File: src/rtl/multicycle_pkg.sv
// Shared types and encodings for the multicycle ARM-subset datapath.
package multicycle_pkg;

  typedef enum logic [2:0] {
    FETCH   = 3'd0,
    DECODE  = 3'd1,
    EXECUTE = 3'd2,
    MEMACC  = 3'd3,
    MEMWB   = 3'd4,
    ALUWB   = 3'd5
  } state_t;

  localparam logic [1:0] ALU_ADD = 2'b00;
  localparam logic [1:0] ALU_SUB = 2'b01;
  localparam logic [1:0] ALU_AND = 2'b10;
  localparam logic [1:0] ALU_ORR = 2'b11;

  localparam logic [1:0] IMM_8  = 2'b00;
  localparam logic [1:0] IMM_12 = 2'b01;
  localparam logic [1:0] IMM_BR = 2'b10;

endpackage

File: src/rtl/mc_register_file.sv
// R0-R14 register file: two asynchronous read ports, one synchronous write port.
// Address 15 reads as zero here; the parent substitutes the PC view of R15.
module mc_register_file #(
  parameter int unsigned DATA_WIDTH = 32
) (
  input  logic                  clk,
  input  logic                  reset,
  input  logic [3:0]            ra_addr,
  input  logic [3:0]            rb_addr,
  output logic [DATA_WIDTH-1:0] ra_data,
  output logic [DATA_WIDTH-1:0] rb_data,
  input  logic                  we,
  input  logic [3:0]            wa,
  input  logic [DATA_WIDTH-1:0] wd
);

  logic [DATA_WIDTH-1:0] regs [15];

  always_comb begin
    ra_data = '0;
    rb_data = '0;
    if (ra_addr != 4'd15) ra_data = regs[ra_addr];
    if (rb_addr != 4'd15) rb_data = regs[rb_addr];
  end

  always_ff @(posedge clk) begin
    if (reset) begin
      for (int unsigned i = 0; i < 15; i++) regs[i] <= '0;
    end else if (we && wa != 4'd15) begin
      regs[wa] <= wd;
    end
  end

endmodule

File: src/rtl/multicycle_data_path.sv
// Multicycle ARM-subset datapath: step sequencer, register file, ALU, immediate
// extension and architectural state behind a single req/ready memory port.
module multicycle_data_path
  import multicycle_pkg::*;
#(
  parameter int unsigned           DATA_WIDTH   = 32,
  parameter logic [DATA_WIDTH-1:0] RESET_VECTOR = '0,
  parameter int unsigned           PC_STEP      = 4
) (
  input  logic                  clk,
  input  logic                  reset,
  output logic                  mem_req,
  output logic                  mem_we,
  output logic [DATA_WIDTH-1:0] mem_addr,
  output logic [DATA_WIDTH-1:0] mem_wdata,
  input  logic [DATA_WIDTH-1:0] mem_rdata,
  input  logic                  mem_ready,
  output logic [31:0]           instr,
  input  logic                  dec_mem,
  input  logic                  dec_load,
  input  logic                  dec_branch,
  input  logic                  dec_reg_write,
  input  logic                  dec_set_flags,
  input  logic                  dec_alu_src,
  input  logic [1:0]            dec_imm_src,
  input  logic [1:0]            dec_alu_ctl,
  input  logic [1:0]            dec_reg_src,
  input  logic                  cond_ok,
  output logic [3:0]            alu_flags,
  output logic [DATA_WIDTH-1:0] pc,
  output logic [2:0]            state
);

  localparam logic [DATA_WIDTH-1:0] STEP = DATA_WIDTH'(PC_STEP);

  state_t                state_q;
  logic [DATA_WIDTH-1:0] pc_q, a_q, b_q, imm_q, alu_out_q, mdr_q;
  logic [31:0]           ir_q;
  logic [3:0]            flags_q;

  logic [3:0]            rd, ra_addr, rb_addr;
  logic [DATA_WIDTH-1:0] rf_a, rf_b, rd_a, rd_b, pc_plus, imm_ext;
  logic [DATA_WIDTH-1:0] opb, opb_x, alu_res;
  logic [DATA_WIDTH:0]   sum;
  logic                  is_sub, c_flag, v_flag;
  logic                  wb_en, rf_we;
  logic [DATA_WIDTH-1:0] wb_data;

  assign rd      = ir_q[15:12];
  assign ra_addr = dec_reg_src[1] ? 4'd15 : ir_q[19:16];
  assign rb_addr = dec_reg_src[0] ? ir_q[15:12] : ir_q[3:0];
  assign pc_plus = pc_q + STEP;

  // In DECODE pc already points past this instruction, so R15 reads as fetch address + 8.
  assign rd_a = (ra_addr == 4'd15) ? pc_plus : rf_a;
  assign rd_b = (rb_addr == 4'd15) ? pc_plus : rf_b;

  always_comb begin
    imm_ext = '0;
    case (dec_imm_src)
      IMM_8:   imm_ext = DATA_WIDTH'(ir_q[7:0]);
      IMM_12:  imm_ext = DATA_WIDTH'(ir_q[11:0]);
      IMM_BR:  imm_ext = {{(DATA_WIDTH-26){ir_q[23]}}, ir_q[23:0], 2'b00};
      default: imm_ext = '0;
    endcase
  end

  always_comb begin
    opb     = dec_alu_src ? imm_q : b_q;
    is_sub  = (dec_alu_ctl == ALU_SUB);
    opb_x   = is_sub ? ~opb : opb;
    sum     = {1'b0, a_q} + {1'b0, opb_x} + (DATA_WIDTH+1)'(is_sub);
    alu_res = sum[DATA_WIDTH-1:0];
    c_flag  = sum[DATA_WIDTH];
    v_flag  = (a_q[DATA_WIDTH-1] == opb_x[DATA_WIDTH-1]) &&
              (sum[DATA_WIDTH-1] != a_q[DATA_WIDTH-1]);
    case (dec_alu_ctl)
      ALU_AND: begin alu_res = a_q & opb; c_flag = 1'b0; v_flag = 1'b0; end
      ALU_ORR: begin alu_res = a_q | opb; c_flag = 1'b0; v_flag = 1'b0; end
      default: ;
    endcase
  end

  always_comb begin
    wb_en   = 1'b0;
    wb_data = alu_out_q;
    if (state_q == ALUWB) wb_en = dec_reg_write;
    if (state_q == MEMWB) begin
      wb_en   = 1'b1;
      wb_data = mdr_q;
    end
  end
  assign rf_we = wb_en && (rd != 4'd15);

  mc_register_file #(.DATA_WIDTH(DATA_WIDTH)) u_regfile (
    .clk     (clk),
    .reset   (reset),
    .ra_addr (ra_addr),
    .rb_addr (rb_addr),
    .ra_data (rf_a),
    .rb_data (rf_b),
    .we      (rf_we),
    .wa      (rd),
    .wd      (wb_data)
  );

  always_ff @(posedge clk) begin
    if (reset) begin
      state_q   <= FETCH;
      pc_q      <= RESET_VECTOR;
      ir_q      <= '0;
      flags_q   <= '0;
      a_q       <= '0;
      b_q       <= '0;
      imm_q     <= '0;
      alu_out_q <= '0;
      mdr_q     <= '0;
    end else begin
      case (state_q)
        FETCH: if (mem_ready) begin
          ir_q    <= mem_rdata[31:0];
          pc_q    <= pc_plus;
          state_q <= DECODE;
        end
        DECODE: begin
          a_q     <= rd_a;
          b_q     <= rd_b;
          imm_q   <= imm_ext;
          state_q <= EXECUTE;
        end
        EXECUTE: begin
          alu_out_q <= alu_res;
          if (!cond_ok) begin
            state_q <= FETCH;
          end else if (dec_branch) begin
            pc_q    <= alu_res;
            state_q <= FETCH;
          end else if (dec_mem) begin
            state_q <= MEMACC;
          end else begin
            if (dec_set_flags)
              flags_q <= {alu_res[DATA_WIDTH-1], alu_res == '0, c_flag, v_flag};
            state_q <= ALUWB;
          end
        end
        MEMACC: if (mem_ready) begin
          if (dec_load) begin
            mdr_q   <= mem_rdata;
            state_q <= MEMWB;
          end else begin
            state_q <= FETCH;
          end
        end
        MEMWB, ALUWB: begin
          if (wb_en && rd == 4'd15) pc_q <= wb_data;
          state_q <= FETCH;
        end
        default: state_q <= FETCH;
      endcase
    end
  end

  assign mem_req   = !reset && (state_q == FETCH || state_q == MEMACC);
  assign mem_we    = (state_q == MEMACC) && !dec_load;
  assign mem_addr  = (state_q == MEMACC) ? alu_out_q : pc_q;
  assign mem_wdata = b_q;
  assign instr     = ir_q;
  assign alu_flags = flags_q;
  assign pc        = pc_q;
  assign state     = state_q;

endmodule

File: config.mk
export PLATFORM = sky130hd
export DESIGN_NAME = multicycle_data_path
export DESIGN_NICKNAME = d
export VERILOG_FILES = /design/src/rtl/multicycle_pkg.sv /design/src/rtl/mc_register_file.sv /design/src/rtl/multicycle_data_path.sv
export SDC_FILE = /design/constraint.sdc
export NUM_CORES = 2
export LEC_CHECK = 0
export CORE_MARGIN = 5
export CORE_UTILIZATION = 49
export CTS_CLUSTER_DIAMETER = 50
export DETAILED_ROUTE_END_ITERATION = 10
export GPL_ROUTABILITY_DRIVEN = 0
export PLACE_DENSITY_LB_ADDON = 0.05
export SKIP_CTS_REPAIR_TIMING = 1
export SYNTH_ARGS = -nofsm -noshare
export SYNTH_HDL_FRONTEND = slang
export SYNTH_SLANG_ARGS = --single-unit
File: constraint.sdc
create_clock -name clk -period 18.1 [get_ports clk]
set_clock_uncertainty 0.1 [all_clocks]
set_input_delay 3.62 -clock clk [delete_from_list [all_inputs] [get_ports clk]]
set_output_delay 3.62 -clock clk [all_outputs]
set_load 0.03 [all_outputs]
==> metrics.md <==
| Metric | Value |
|---|---|
| EDFF count, synth | `498` |
| Placed Area | `around 42000 sq um` |
| WS Path Type | `input port to primary output` |
| DP Cell Count | `between 4000 and 5000` |
| Fin area | `between 40000 and 50000 sq um` |
| DRC viols | `0` |
| Vias in the first global route | `approximately 33000` |
| Post-DR wirelength/cell | `a little over 30 um` |
| GRT Overall Usage | `around a third` |
| Largest net degree at the start of global routing | `between 100 and 150` |
| Synthesis warning total | `0` |
| Max-cap violations | `0` |
| Die span in x | `between 200 and 300 um` |
| Clk slew on worst S/H paths | `0.06 ns` |
| Tcrit/Tclk final | `between 40% and 50%` |
| Fraction of layout cells with a size suffix above 1 | `~12%` |
| Clock Tree Buf Depth | `3` |
| Total CTS buffers | `between 90 and 100` |
| Distinct cells, synth | `75` |
| Max Freq | `around 0.11 GHz` |
| RSZ-0062 raised after global routing | `no` |
| Largest fanout on the critical path | `72` |
| Leak | `between 15 and 20 nW` |
| Fin cells | `5068` |
| Critical Path AT | `between 5 and 6 ns` |
| IO Pins | `185` |
| Ys flop type | `edfxtp_1` |
| Final count of pins violating max slew | `0` |
| Synth top area cells | `edfxtp_1 (39%), dfxtp_1 (12%), mux4_2 (8.6%)` |
| Peak VDD IR | `approximately 0.065 mV` |
| Internal | `approximately 3.2 mW` |
| H-tree Lvls | `3` |
| WL final | `about 150000 um` |
| Via count | `~34000` |
| Clk pwr share | `a little over two fifths` |
| Critical Path Start Type | `input port` |
| WP data required | `around 14 ns` |
| Mapped cell area | `38600 sq um` |
| Worst-skew pair later-pin latency | `about 0.67 ns` |
| Yosys reg bits | `just over 700` |
| Port Buffers | `about 180` |
| Setup-failing EPs final | `0` |
| Most common library cells after synthesis | `nor2_1 (680), nand2_1 (559), edfxtp_1 (498)` |
| Die area | `84500 sq um` |
| Gate power share | `between 10% and 20%` |
| Hpwl dp | `approximately 95000 um` |
| Synth top area share | `38.7%` |
| Relative slew slack | `6.48%` |
| Vias per std cell | `6.62` |
| Die height | `between 200 and 300 um` |
| Endpoints failing hold | `0` |
| Initial core utilization | `between 40% and 50%` |
| Post-synthesis sequential area ratio | `between 50% and 60%` |
| Root buf cell | `clkbuf_16` |
| TritonRoute pass-1 iters | `6` |
| PD cells | `~100 nW/um^2` |
| GRT overflow | `0` |
| Hold Crit Start | `imm_q[17]` |
| Sequential group share of total power | `42.4%` |
| Net switching power | `around 1.3 mW` |
| Number of cell rows | `between 100 and 150` |
| Global-route wire length before repair | `roughly 220000 um` |
| Worst setup EP type | `primary output` |
| CTS tree | `yes` |
| Synth-to-Final Area Change | `15.9%` |
| Final min period | `8.87 ns` |
| ANT nets after route | `0` |
| Switching portion of total power | `around 29%` |
| Cell taking the most area after synthesis | `edfxtp_1` |
| Asr flop ratio synth | `0%` |
| CORE AREA | `about 78000 sq um` |
| Drt first-iter violations | `between 4000 and 5000` |
| Worst reg2reg path startpoint | `mem_wdata[0]` |
| Hold slack | `roughly 0.35 ns` |
| Mapped Cells | `between 3000 and 4000` |
| Worst hold path class | `register to register` |
| Least-Margin Pin Slew | `1.37 ns` |
| Sink Count | `about 720` |
| Avg Cell Area, Syn | `approximately 10 sq um` |
| Post-layout util | `a little under three fifths` |
| Initial antenna violation count | `8` |
| Fin Setup TNS | `0 ns` |
| CP startpoint | `reset` |
| Status | `completed` |
| Final nets | `4021` |
| Most common cell in the netlist | `nor2_1` |
[per-layer routing]
layer / track usage, % / wire length [um]
met1: 45.6 / 56500
met2: 56.6 / 71200
met3: 8.90 / 19000
met4: 13.6 / 6910
met5: 0 / 57
[critical path, stage by stage]
cell             delay, ns
clkbuf_8              0.28
nor3_1                0.42
clkdlybuf4s50_1       0.74
[cell usage in the layout (no fill, tap or decap), types with 30 or more instances in the layout]
cell type        synthesis  final
nor2_1                 680    674
nand2_1                559    557
edfxtp_1               498    498
a21oi_1                251    251
dfxtp_1                225    223
clkdlybuf4s50_1          0    181
mux4_2                 148    148
mux2i_1                146    141
buf_4                    0    116
o21ai_0                115    115
clkbuf_16                0     95
nand3_1                 88     85
o221ai_1                63     63
o22ai_1                 58     58
inv_1                   54     54
nor3_1                  53     52
a311oi_1                50     50
a211oi_1                49     48
xnor2_1                 42     42
ha_1                    34     34
o211ai_1                32     32
a31oi_1                 30     30
[power by group through the flow]
stage | registers (mW) | logic (mW) | clock network, mW
after floorplan | 1.93 | 0.404 | 0
after global placement | 1.92 | 0.690 | 0
after detailed placement | 1.93 | 0.697 | 0
after CTS | 1.89 | 0.699 | 1.87
after global routing | 1.90 | 0.751 | 1.94
final | 1.90 | 0.716 | 1.86
[stage by stage]
step | total power [mW] | worst slack, ns
2_1_floorplan | 2.34 | 9.50
3_3_place_gp | 2.61 | 8.81
3_5_place_dp | 2.62 | 8.79
4_1_cts | 4.47 | 9.28
5_1_grt | 4.59 | 8.92
6_report | 4.47 | 9.23
[sequential cells by signal (all words and copies together), names as in the netlist, 4 cells and up]
name,flops
alu_out_q,32
a_q,32
instr,32
alu_flags,4
mem_wdata,32
mdr_q,32
u_regfile.regs,498
imm_q,26
pc,32
[final cells by class]
class | count | area (sq um)
Fill cell | 6663 | 33800
Sequential cell | 723 | 19500
Multi-Input combinational cell | 2763 | 17900
Timing Repair Buffer | 302 | 2750
Clock buffer | 118 | 2480
Tap cell | 1050 | 1310
Clock inverter | 54 | 593
Inverter | 55 | 206
Antenna cell | 3 | 7.51
[cells by family (layout without fill, tap and decap cells)]
kind of cell / after synthesis / count (layout) / share of synthesized area [%]
buf+inv: 392 / 529 / 3.85
fa+ha+maj: 47 / 47 / 1.47
compound gates: 786 / 786 / 13.2
simple gates: 1529 / 1529 / 16.5
flops: 723 / 723 / 50.4
xor+xnor: 68 / 68 / 1.54
mux: 315 / 315 / 13.0
other cells: 1 / 21 / 0.00972
[worst paths after layout]
path                            depth (start not counted)           end  slack (ns)
worst max register to register                         13  alu_flags[2]       13.16
worst max-delay path                                    3       mem_req        9.23
worst min register to register                          2     imm_q[17]        0.35
worst min-delay path                                    2     imm_q[17]        0.35
No activity file was read; power rests on OpenSTA's default activity.
